File: config.mk
export PLATFORM = sky130hd
export DESIGN_NAME = tach_pulse_generator
export DESIGN_NICKNAME = d
export VERILOG_FILES = /design/src/rtl/tach_pkg.sv /design/src/rtl/tach_period_divider.sv /design/src/rtl/tach_pulse_generator.sv
export SDC_FILE = /design/constraint.sdc
export NUM_CORES = 1
export LEC_CHECK = 0
export BUFFER_PORTS_ARGS = -buffer_cell sky130_fd_sc_hd__buf_4
export CAP_MARGIN = 20
export CORE_ASPECT_RATIO = 1.2
export CORE_MARGIN = 10
export CORE_UTILIZATION = 55
export CTS_BUF_LIST = sky130_fd_sc_hd__clkbuf_2 sky130_fd_sc_hd__clkbuf_4 sky130_fd_sc_hd__clkbuf_8
export DETAILED_ROUTE_END_ITERATION = 7
export HOLD_SLACK_MARGIN = 0.1
export PLACE_DENSITY = 0.73
export SLEW_MARGIN = 20
export SYNTH_ARGS = -nofsm -noshare
export SYNTH_HDL_FRONTEND = slang
export SYNTH_SLANG_ARGS = --single-unit
File: constraint.sdc
create_clock -name clk_in -period 10.64 [get_ports clk_in]
set_input_delay 1.596 -clock clk_in [delete_from_list [all_inputs] [get_ports clk_in]]
set_output_delay 1.596 -clock clk_in [all_outputs]
set_load 0.02 [all_outputs]
File: src/rtl/tach_pkg.sv
// Shared constants and types for the tachometer pulse generator.
// TACH_K is the clocks-per-pulse numerator; period = TACH_K / rpm.
package tach_pkg;

    localparam longint unsigned CLK_HZ         = 125_000_000;
    localparam longint unsigned PULSES_PER_REV = 360;
    localparam int              RPM_W          = 21;
    localparam int              PER_W          = 25;

    localparam longint unsigned TACH_K_FULL = (CLK_HZ * 64'd60) / PULSES_PER_REV;
    localparam logic [PER_W-1:0] TACH_K     = PER_W'(TACH_K_FULL);

    // Divider iteration counter must count 0..PER_W-1.
    localparam int CNT_W = $clog2(PER_W + 1);

    typedef logic [PER_W-1:0] period_t;
    typedef logic [RPM_W-1:0] rpm_t;

    typedef enum logic [1:0] {
        D_IDLE,
        D_BUSY,
        D_DONE
    } div_state_e;

    typedef enum logic {
        P_STOP,
        P_RUN
    } pulse_state_e;

endpackage

File: src/rtl/tach_period_divider.sv
// Iterative restoring divider computing TACH_K / divisor, one quotient bit per clock.
// A zero divisor yields 0 (stop); a quotient of 1 is raised to 2 so a pulse has both phases.
module tach_period_divider
    import tach_pkg::*;
(
    input  logic    clk,
    input  logic    rst_n,
    input  logic    start,
    input  rpm_t    divisor,
    output logic    ready,
    output logic    done,
    output period_t quotient
);

    localparam int REM_W = RPM_W + 1;

    div_state_e       state_reg, state_next;
    rpm_t             divisor_reg, divisor_next;
    logic [REM_W-1:0] rem_reg, rem_next;
    period_t          num_reg, num_next;
    logic [CNT_W-1:0] bit_cnt_reg, bit_cnt_next;
    logic [REM_W-1:0] rem_shift;
    logic [REM_W:0]   rem_diff;

    always_ff @(posedge clk) begin
        if (!rst_n) begin
            state_reg   <= D_IDLE;
            divisor_reg <= '0;
            rem_reg     <= '0;
            num_reg     <= '0;
            bit_cnt_reg <= '0;
        end else begin
            state_reg   <= state_next;
            divisor_reg <= divisor_next;
            rem_reg     <= rem_next;
            num_reg     <= num_next;
            bit_cnt_reg <= bit_cnt_next;
        end
    end

    // The numerator shifts out MSB-first while quotient bits shift in at the LSB.
    always_comb begin
        state_next   = state_reg;
        divisor_next = divisor_reg;
        rem_next     = rem_reg;
        num_next     = num_reg;
        bit_cnt_next = bit_cnt_reg;
        rem_shift    = {rem_reg[REM_W-2:0], num_reg[PER_W-1]};
        rem_diff     = {1'b0, rem_shift} - {2'b00, divisor_reg};

        case (state_reg)
            D_IDLE: begin
                if (start) begin
                    state_next   = D_BUSY;
                    divisor_next = divisor;
                    rem_next     = '0;
                    num_next     = TACH_K;
                    bit_cnt_next = '0;
                end
            end
            D_BUSY: begin
                if (!rem_diff[REM_W]) begin
                    rem_next = rem_diff[REM_W-1:0];
                    num_next = {num_reg[PER_W-2:0], 1'b1};
                end else begin
                    rem_next = rem_shift;
                    num_next = {num_reg[PER_W-2:0], 1'b0};
                end
                bit_cnt_next = bit_cnt_reg + 1'b1;
                if (bit_cnt_reg == CNT_W'(PER_W - 1)) begin
                    state_next = D_DONE;
                end
            end
            D_DONE: begin
                state_next = D_IDLE;
            end
            default: begin
                state_next = D_IDLE;
            end
        endcase
    end

    always_comb begin
        if (divisor_reg == '0) begin
            quotient = '0;
        end else if (num_reg == period_t'(1)) begin
            quotient = period_t'(2);
        end else begin
            quotient = num_reg;
        end
    end

    assign ready = (state_reg == D_IDLE);
    assign done  = (state_reg == D_DONE);

endmodule

File: src/rtl/tach_pulse_generator.sv
// Tachometer emulator: turns an RPM command into a square pulse train, switching period only at boundaries.
// Define TACH_QUAD_EN to add the quadrature output tachometer_b_out.
module tach_pulse_generator
    import tach_pkg::*;
(
    input  logic             clk_in,
    input  logic             reset_n_in,
    input  logic [RPM_W-1:0] rpm_in,
    input  logic             rpm_valid_in,
    output logic             rpm_ready_out,
    output logic             tachometer_pulse_out,
`ifdef TACH_QUAD_EN
    output logic             tachometer_b_out,
`endif
    output logic [PER_W-1:0] period_out
);

    logic    div_ready;
    logic    div_done;
    period_t div_q;

    tach_period_divider u_divider (
        .clk      (clk_in),
        .rst_n    (reset_n_in),
        .start    (rpm_valid_in && div_ready),
        .divisor  (rpm_in),
        .ready    (div_ready),
        .done     (div_done),
        .quotient (div_q)
    );

    pulse_state_e state_reg, state_next;
    period_t      period_reg, period_next;
    period_t      cnt_reg, cnt_next;
    period_t      pend_reg, pend_next;
    logic         pend_valid_reg, pend_valid_next;
    logic         pulse_reg, pulse_next;
    logic         consume;
    period_t      high_next;

    always_ff @(posedge clk_in) begin
        if (!reset_n_in) begin
            state_reg      <= P_STOP;
            period_reg     <= '0;
            cnt_reg        <= '0;
            pend_reg       <= '0;
            pend_valid_reg <= 1'b0;
            pulse_reg      <= 1'b0;
        end else begin
            state_reg      <= state_next;
            period_reg     <= period_next;
            cnt_reg        <= cnt_next;
            pend_reg       <= pend_next;
            pend_valid_reg <= pend_valid_next;
            pulse_reg      <= pulse_next;
        end
    end

    always_comb begin
        state_next  = state_reg;
        period_next = period_reg;
        cnt_next    = cnt_reg;
        consume     = 1'b0;

        case (state_reg)
            P_STOP: begin
                cnt_next = '0;
                if (pend_valid_reg) begin
                    consume = 1'b1;
                    if (pend_reg != '0) begin
                        state_next  = P_RUN;
                        period_next = pend_reg;
                    end
                end
            end
            P_RUN: begin
                if (cnt_reg == period_reg - period_t'(1)) begin
                    cnt_next = '0;
                    if (pend_valid_reg) begin
                        consume = 1'b1;
                        if (pend_reg != '0) begin
                            period_next = pend_reg;
                        end else begin
                            state_next  = P_STOP;
                            period_next = '0;
                        end
                    end
                end else begin
                    cnt_next = cnt_reg + period_t'(1);
                end
            end
            default: begin
                state_next = P_STOP;
            end
        endcase

        // A divider result landing on a boundary cycle is kept for the following boundary.
        pend_next       = pend_reg;
        pend_valid_next = pend_valid_reg;
        if (consume) begin
            pend_valid_next = 1'b0;
        end
        if (div_done) begin
            pend_next       = div_q;
            pend_valid_next = 1'b1;
        end

        high_next  = period_next >> 1;
        pulse_next = (state_next == P_RUN) && (cnt_next < high_next);
    end

`ifdef TACH_QUAD_EN
    logic    b_reg, b_next;
    period_t quarter_next;

    always_comb begin
        quarter_next = period_next >> 2;
        b_next       = (state_next == P_RUN) && (cnt_next >= quarter_next)
                       && (cnt_next < quarter_next + high_next);
    end

    always_ff @(posedge clk_in) begin
        if (!reset_n_in) begin
            b_reg <= 1'b0;
        end else begin
            b_reg <= b_next;
        end
    end

    assign tachometer_b_out = b_reg;
`endif

    assign rpm_ready_out        = div_ready;
    assign tachometer_pulse_out = pulse_reg;
    assign period_out           = period_reg;

endmodule

==> results list, run 1 <==
* Result of the run: finished, final reports clean
- The average instance in the mapped netlist occupies approximately 8.5 um2.
- Average wire per cell in the routed design: about 17 um
* Count leader, synth: dfxtp_1
* Crit path capture type: flop
- Synthesis handed over a netlist of about 1000 instances.
- X dimension of the die: roughly 130 um
- The tool flagged a number of max-cap violations equal to 0.
* Number of CTS-inserted buffers: 17
- The number of setup buffers added after CTS is 0.
- Of the total synthesized cell area, the portion taken by AND, OR, NAND and NOR gates is 0.225.
- Routed via count: ~7300
* GRT Residual Overflow: 0
- Number of global-route vias before repair: roughly 7100
* Reg2Reg Depth: 19
- Initial cell density of the core: 0.564
* Worst hold slack: ~460 ps
* Worst-margin pin slew: between 700 and 800 ps
- Sequential group share of total power: 0.359
- Number of buffers added to fix hold violations after cts: 0
* Clock-pin slew on the worst setup and hold paths: 80 ps
* Share of synthesized area spent on multiplexers: 0.00591
- DP Wirelength: about 16000 um
- The number of gates resized after CTS was 0.
- Setup TNS Final: 0 ps
- Switching power share of the total: 0.358
* Share of synthesized area occupied by flip-flops and latches: 0.359
- Cell count of the worst hold path: 2
- WP data required: roughly 11000 ps
- The number of antenna violations at the first check in global routing came to 0.
- CTS H-Tree Depth: 4
- During I/O placement, the number of pins put on the boundary was 51.
- Row generation in the floorplan step produced 49 rows.
- Clock skew on the completed layout was measured at 11.3 ps.
- The number of nets in the synthesized netlist is ~1100.
- The critical path in this run is classified as reg2reg.
- Ranked by instance count, the synthesized netlist is headed by dfxtp_1 (152), nor2_1 (132), nand2_1 (85), a21oi_1 (67), ha_1 (48).
* Biggest area contributors in the synthesized netlist: dfxtp_1 (36%), ha_1 (7.1%), nor2_1 (5.9%)
- Headroom to the max-slew limit came out at 0.518.
* Final count of negative-setup-slack endpoints: 0
- After floorplanning, the core was sized to cover approximately 15000 um2.
- Final RePlAce weighted congestion: between 0.9 and 1
- Count of clock tree sinks: ~150
- VDD sags by at most between 0.1 and 0.15 mV.
- Post-Layout Inst Area: 9380 um2
- The cell area that synthesis handed to floorplanning was approximately 8500 um2.
* Number of endpoints with negative hold slack in the final report: 0
- Clock share of power: 0.265
- CTS placed an instance of clkbuf_8 at the clock tree root.
- Post-synthesis async set-or-reset flop share: 0
- Filler cell count: about 1300
* Final count of pins violating max slew: 0
- After the last flow step, the layout net total stands at 1100.
- For the worst-skew pair, the clock arrives at the later sink with an insertion delay of around 470 ps.
* Share of final-layout standard cells stronger than drive strength 1: 0.125
- The worst register-to-register path ends at tachometer_pulse_out.
- Synth area leader: dfxtp_1
* Total placed instance area: 8950 um2
- Number of nets still failing antenna checks after routing: 0
* Arrival time at the worst endpoint: between 6000 and 7000 ps
- Bufs on Longest Clock Path: 2
- Power consumption: 1.80 mW
- The number of antenna diodes in the final layout is 0.
- After detailed routing, the total wire length is approximately 22000 um.
- In the global route stage, overall resource usage came out at 0.209.
- The worst setup path is launched from a flop.
- Number of buffer cells added on primary ports: 50
- In this run, synthesis inferred 0 flip-flops with an integrated enable.
- Cell internal power was estimated by the tool at around 1.2 mW.
- Post-synthesis compound-gate area fraction: 0.217
- Predominant post-synthesis flop cell: dfxtp_1
* CTS tree: built
- In this run the static leakage power is about 3.6 nW.
* Drt drc: 0
* Final Core Density: 0.624
- The tightest min-delay check is of the reg2reg type.
- Number of design-rule violations left by the first detailed-router iteration: 590
- Post-synthesis share of cell area spent on full adders, half adders and majority gates: 0.0733
- Worst R2R Setup Slack: ~5000 ps
- Timing would allow up to between 150 and 200 MHz.
- Shortest period the worst path allows: about 5700 ps
* Sink of the worst hold path: u_divider.divisor_reg[15]
* Dominant combinational cell family by area after synthesis: simple AND/OR/NAND/NOR gates
- Area Growth Syn to Fin: 10.7%
- Post-route fraction of the period consumed by the critical path: 0.533
- Post-synth cell types: between 60 and 70
* Largest driver fanout on the critical path: 48
* Switching power summed over all nets: 0.644 mW
- Number of synthesized register bits: ~150
- For this run, the number of Yosys warnings is 0.
* Pin count of the biggest net entering global routing: 62
* First-pass detailed-route iteration total: 5
- The share of total power dissipated in combinational logic is 0.376.
- Post-synth top area share: 0.359
- The die covers just over 20000 um2.
- The startpoint identified for the worst register-to-register timing path is period_out[16].
* Unrepaired setup endpoints after global routing: false
- Start point of the worst hold path: u_divider.divisor_reg[15]
- After detailed routing, the number of vias per cell comes to about 5.9.
* Die Span Y: 156 um
- The first global-routing pass estimated roughly 36000 um of wire.
- Xor and xnor area share after synthesis: 0.0734
- For this design the ratio of total power to cell area is roughly 190 nW/um2.
==> worst max-delay path: stages (launching register included) <==
cell,delay (ps)
dfxtp_1,410
or4_4,560
nand4b_4,220
or4_1,520
a2111oi_2,360
nand4_1,220
o31ai_4,280
buf_4,450
and2b_4,670
a22oi_2,190
ha_1,320
a21o_1,170
a21o_1,160
a21oi_1,130
nor2b_1,50
o21ai_0,140
nand2b_1,90
a221oi_1,310
o2111ai_1,190
a21oi_2,130
==> cell usage in the layout, fill, tap and decap left out, types with 4 or more instances in the layout <==
| cell type | n |
|---|---|
| dfxtp_1 | 152 |
| nor2_1 | 132 |
| nand2_1 | 85 |
| a21oi_1 | 67 |
| buf_4 | 62 |
| ha_1 | 48 |
| xnor2_1 | 41 |
| nor3_1 | 38 |
| o21ai_0 | 37 |
| inv_1 | 36 |
| xor2_1 | 30 |
| nand3_1 | 30 |
| a22oi_1 | 29 |
| nand4_1 | 21 |
| nor4_1 | 19 |
| clkbuf_8 | 19 |
| a21o_1 | 16 |
| a22oi_4 | 15 |
| a22o_1 | 14 |
| nand2b_1 | 12 |
| o211ai_1 | 10 |
| o221ai_1 | 10 |
| and3_1 | 9 |
| o21a_1 | 8 |
| or3_1 | 5 |
| or4_1 | 5 |
| nand3b_1 | 5 |
| nor2b_1 | 5 |
| mux2i_1 | 5 |
| clkinvlp_4 | 5 |
| o31ai_1 | 4 |
| nand4b_1 | 4 |
| nor4b_1 | 4 |
==> logic make-up (layout without fill, tap and decap cells) <==
family,Yosys count,after routing
AOI/OAI and AO/OA,242,242
adders and majority gates,49,49
xor gates and xnor gates,71,71
muxes,5,5
and+or+nand+nor,390,390
DFF,152,152
buffers and inverters,89,131
==> through the flow <==
stage	setup slack, ps	instances
after floorplan	6000	998
after global placement	5110	1212
after detailed placement	4990	1212
after CTS	4980	1244
after global routing	4530	1244
final	4970	1244
==> how the worst max path moves through the flow <==
| stage | depth (start not counted) | from | end | slack [ps] |
|---|---|---|---|---|
| 6_report | 19 | period_out[16] | tachometer_pulse_out | 4970 |
| 5_1_grt | 19 | period_out[11] | tachometer_pulse_out | 4530 |
| 4_1_cts | 19 | period_out[16] | tachometer_pulse_out | 4980 |
| 3_5_place_dp | 19 | period_out[16] | tachometer_pulse_out | 4990 |
| 3_3_place_gp | 19 | period_out[15] | tachometer_pulse_out | 5110 |
| 2_1_floorplan | 20 | period_out[16] | tachometer_pulse_out | 6000 |
==> power groups by stage <==
stage / sequential, mW / combinational, mW / clock (mW)
2_1_floorplan: 0.647 / 0.532 / 0
3_3_place_gp: 0.659 / 0.659 / 0
3_5_place_dp: 0.659 / 0.666 / 0
4_1_cts: 0.646 / 0.672 / 0.482
5_1_grt: 0.651 / 0.749 / 0.509
6_report: 0.647 / 0.676 / 0.476
==> final cells by class <==
type | instances | area [um2] | area share
Clock buffer | 21 | 277 | 0.0295
Multi-Input combinational cell | 757 | 5050 | 0.539
Sequential cell | 152 | 3040 | 0.325
Clock inverter | 11 | 146 | 0.0156
Timing Repair Buffer | 62 | 465 | 0.0496
Tap cell | 204 | 255 | 0.0272
Inverter | 37 | 139 | 0.0148
==> routing by layer <==
| layer | global-route usage | up-vias | share of wire |
|---|---|---|---|
| li1 | - | 3649 | - |
| met1 | 0.243 | 3472 | 0.42 |
| met2 | 0.369 | 162 | 0.51 |
| met3 | 0.0470 | 41 | 0.047 |
| met4 | 0.0721 | 0 | 0.022 |
| met5 | 0 | - | 0 |
Note: power is estimated with default switching activity, not from simulation.
==> run 2, diff against run 1 <==
Clock period 10.64 ns to 5.5 ns, I/O delays scaled along.
==> results list, run 2 (synthesized netlist as in run 1, its figures left out) <==
- Result of the run: finished, final reports clean
- The share of layout cells above drive strength 1 came to 0.131 (+0.00585).
* Crit path capture type: flop
- Global-route wire length before repair: 35700 um (about the same)
* Worst clock skew: 12.1 ps (+0.803 ps)
- Routed WL: 21500 um (-0.63%)
- The largest net degree at the start of global routing is 66 (+6.5%).
* WP data required: 5900 ps (-5140 ps)
- Antenna Diode Count: 0 (unchanged)
- Detailed-route vias per instance: 5.87 (-0.30%)
* Buffers inserted during post-CTS setup optimization: 0 (unchanged)
- The all-layer global routing usage is 0.206 (-0.00244).
- The final critical path time including I/O delays and setup was 5070 ps (-605 ps).
- The achievable clock frequency is 197 MHz (+12%).
- DP Wirelength: 16200 um (+1.8%)
* Crit path cell chain: or4_4, nand4b_4, or4_1, a2111oi_2, nand4_1, o31ai_4, buf_4, nor2_1, ha_1, a21o_1, a21o_1, a21oi_1, nor2b_1, o21ai_0, nand2b_1, a221oi_1, o2111ai_1, a21oi_2
- Largest driver fanout on the critical path: 47 (-2.1%)
- The die footprint is 20800 um2 (unchanged).
* Count of clock tree sinks: 152 (unchanged)
- The number of vias after detailed routing was 7343 (+0.26%).
* Final count of pins violating max slew: 0 (unchanged)
* Number of max-cap violations: 0 (unchanged)
- Leading cell type in the layout, fill and taps excluded: dfxtp_1
- CTS H-Tree Depth: 4 (unchanged)
- The path class of the tightest hold or removal check is reg2reg.
* Max stage delay on crit path: 570 ps (-100 ps)
- TritonCTS built the clock tree.
- The die width was 133 um (unchanged).
- Die Span Y: 156 um (unchanged)
* Number of placement rows: 49 (unchanged)
- The clock network latency to the later pin of the worst-skew pair came to 460 ps (about the same).
- The post-route worst hold slack was 457 ps (+0.596 ps).
- The number of optimization iterations in the first detailed-route pass was 7 (+2).
* Critical Path Slowest Stage Cell: or4_4
* Setup TNS Final: 0 ps (unchanged)
* Drt drc: 0 (unchanged)
* Number of endpoints with negative hold slack in the final report: 0 (unchanged)
- Leaving out fill and tap cells, the most frequent cells in the layout are dfxtp_1 (152), nor2_1 (132), nand2_1 (85), buf_4 (70), a21oi_1 (67).
- The power density over the cells came to 357 nW/um2 (+86%).
* Arrival time at the worst endpoint: 5460 ps (-610 ps)
- The maximum count of clock buffers along a single path was 2 (unchanged).
- The tree is rooted in a clkbuf_8.
- The final net count is 1108 (+0.73%).
- Among the stages of the critical path, the cell type that occurs most often is a21o_1.
- Type of element launching the critical path: flop
* Worst IR drop on VDD: 0.283 mV (+110%)
* Power consumption: 3.35 mW (+86%)
- Worst-margin pin slew: 739 ps (+16.6 ps)
* Worst slew margin: 0.506 (-0.0115)
- Number of top-level design ports: 51 (unchanged)
- The area growth from synthesis to layout is 10.9%.
* Number of antenna violations at the first check in global routing: 0 (unchanged)
- By startpoint and endpoint, the worst setup path is classified as reg2reg.
- Final count of negative-setup-slack endpoints: 0 (unchanged)
- Final RePlAce weighted congestion: 0.907 (-0.95%)
- The clock-pin transition on the worst setup and hold timing paths was 80 ps (about the same).
- Number of CTS-inserted buffers: 17 (unchanged)
- PostCTS Resize Cnt: 0 (unchanged)
- Total leakage power: 3.65 nW (+0.89%)
* Unrepaired setup endpoints after global routing: false
- Number of buffers added to fix hold violations after cts: 0 (unchanged)
- Number of nets still failing antenna checks after routing: 0 (unchanged)
- The share of the clock period used by the worst path came to 0.921 (+0.388).
- The number of DRC markers after the initial detailed-route iteration was 430 (-27%).
* Average wire per cell in the routed design: 17.2 um (-1.2%)
- Number of buffer cells added on primary ports: 50 (unchanged)
- The placeable core region is 15000 um2 (unchanged).
- The number of global-route vias before repair is 7369 (+3.9%).
- Initial cell density of the core: 0.564 (unchanged)
* GRT Residual Overflow: 0 (unchanged)
## run 2: cell count changes in the layout (fill, tap and decap cells not counted)
cell / before / now
bufinv_16: 3 / 1
clkinvlp_4: 5 / 6
clkbuf_8: 19 / 18
buf_4: 62 / 70
nor4_4: 0 / 2
clkinv_2: 2 / 4
nor4_2: 3 / 1
clkbuf_4: 2 / 1
## run 2: critical path, delay by kind of cell, from the launching register on
family,cells,cell delay (ps)
buf+inv,1,440
simple gates,7,1860
flops,1,390
compound gates,9,1970
fa+ha+maj,1,320
## run 2: routing by layer
| metal | GRT usage | part of all wire | wire [um] | vias up |
|---|---|---|---|---|
| met5 | 0 | 0 | 0 | - |
| met4 | 0.0882 | 0.026 | 568 | 0 |
| met3 | 0.0377 | 0.032 | 691 | 46 |
| met2 | 0.378 | 0.52 | 11100 | 161 |
| met1 | 0.228 | 0.42 | 9110 | 3466 |
| li1 | - | - | - | 3670 |
## run 2: area by class of cell
cell class                      instances  area, um2
Fill cell                            1347       5630
Multi-Input combinational cell        757       5070
Sequential cell                       152       3040
Timing Repair Buffer                   70        526
Clock buffer                           19        255
Tap cell                              204        255
Inverter                               37        139
Clock inverter                         12        104
## run 2: where the power goes
| part | internal [mW] | leakage [nW] | switching [mW] |
|---|---|---|---|
| sequential | 1.18 | 1.23 | 0.0704 |
| clock | 0.368 | 0.169 | 0.420 |
| combinational | 0.573 | 2.25 | 0.740 |
| total | 2.12 | 3.65 | 1.23 |
## run 2: path summary, 6_finish.rpt
path	from	end	slack (ps)	cells after the start
setup reg to reg	period_out[15]	tachometer_pulse_out	430	18
hold / removal	u_divider.divisor_reg[10]	u_divider.divisor_reg[10]	460	2
setup / recovery	period_out[15]	tachometer_pulse_out	430	18
hold reg to reg	u_divider.divisor_reg[10]	u_divider.divisor_reg[10]	460	2
## run 2: through the flow
step | worst slack [ps] | cell area, um2 | instances | util
floorplan | 856 | 8470 | 998 | -
global route | 0.206 | 9390 | 1251 | 0.625
global placement | 640 | 9010 | 1220 | 0.600
finish | 435 | 9390 | 1251 | 0.625
detailed placement | 493 | 9010 | 1220 | 0.600
CTS | 429 | 9370 | 1251 | 0.624
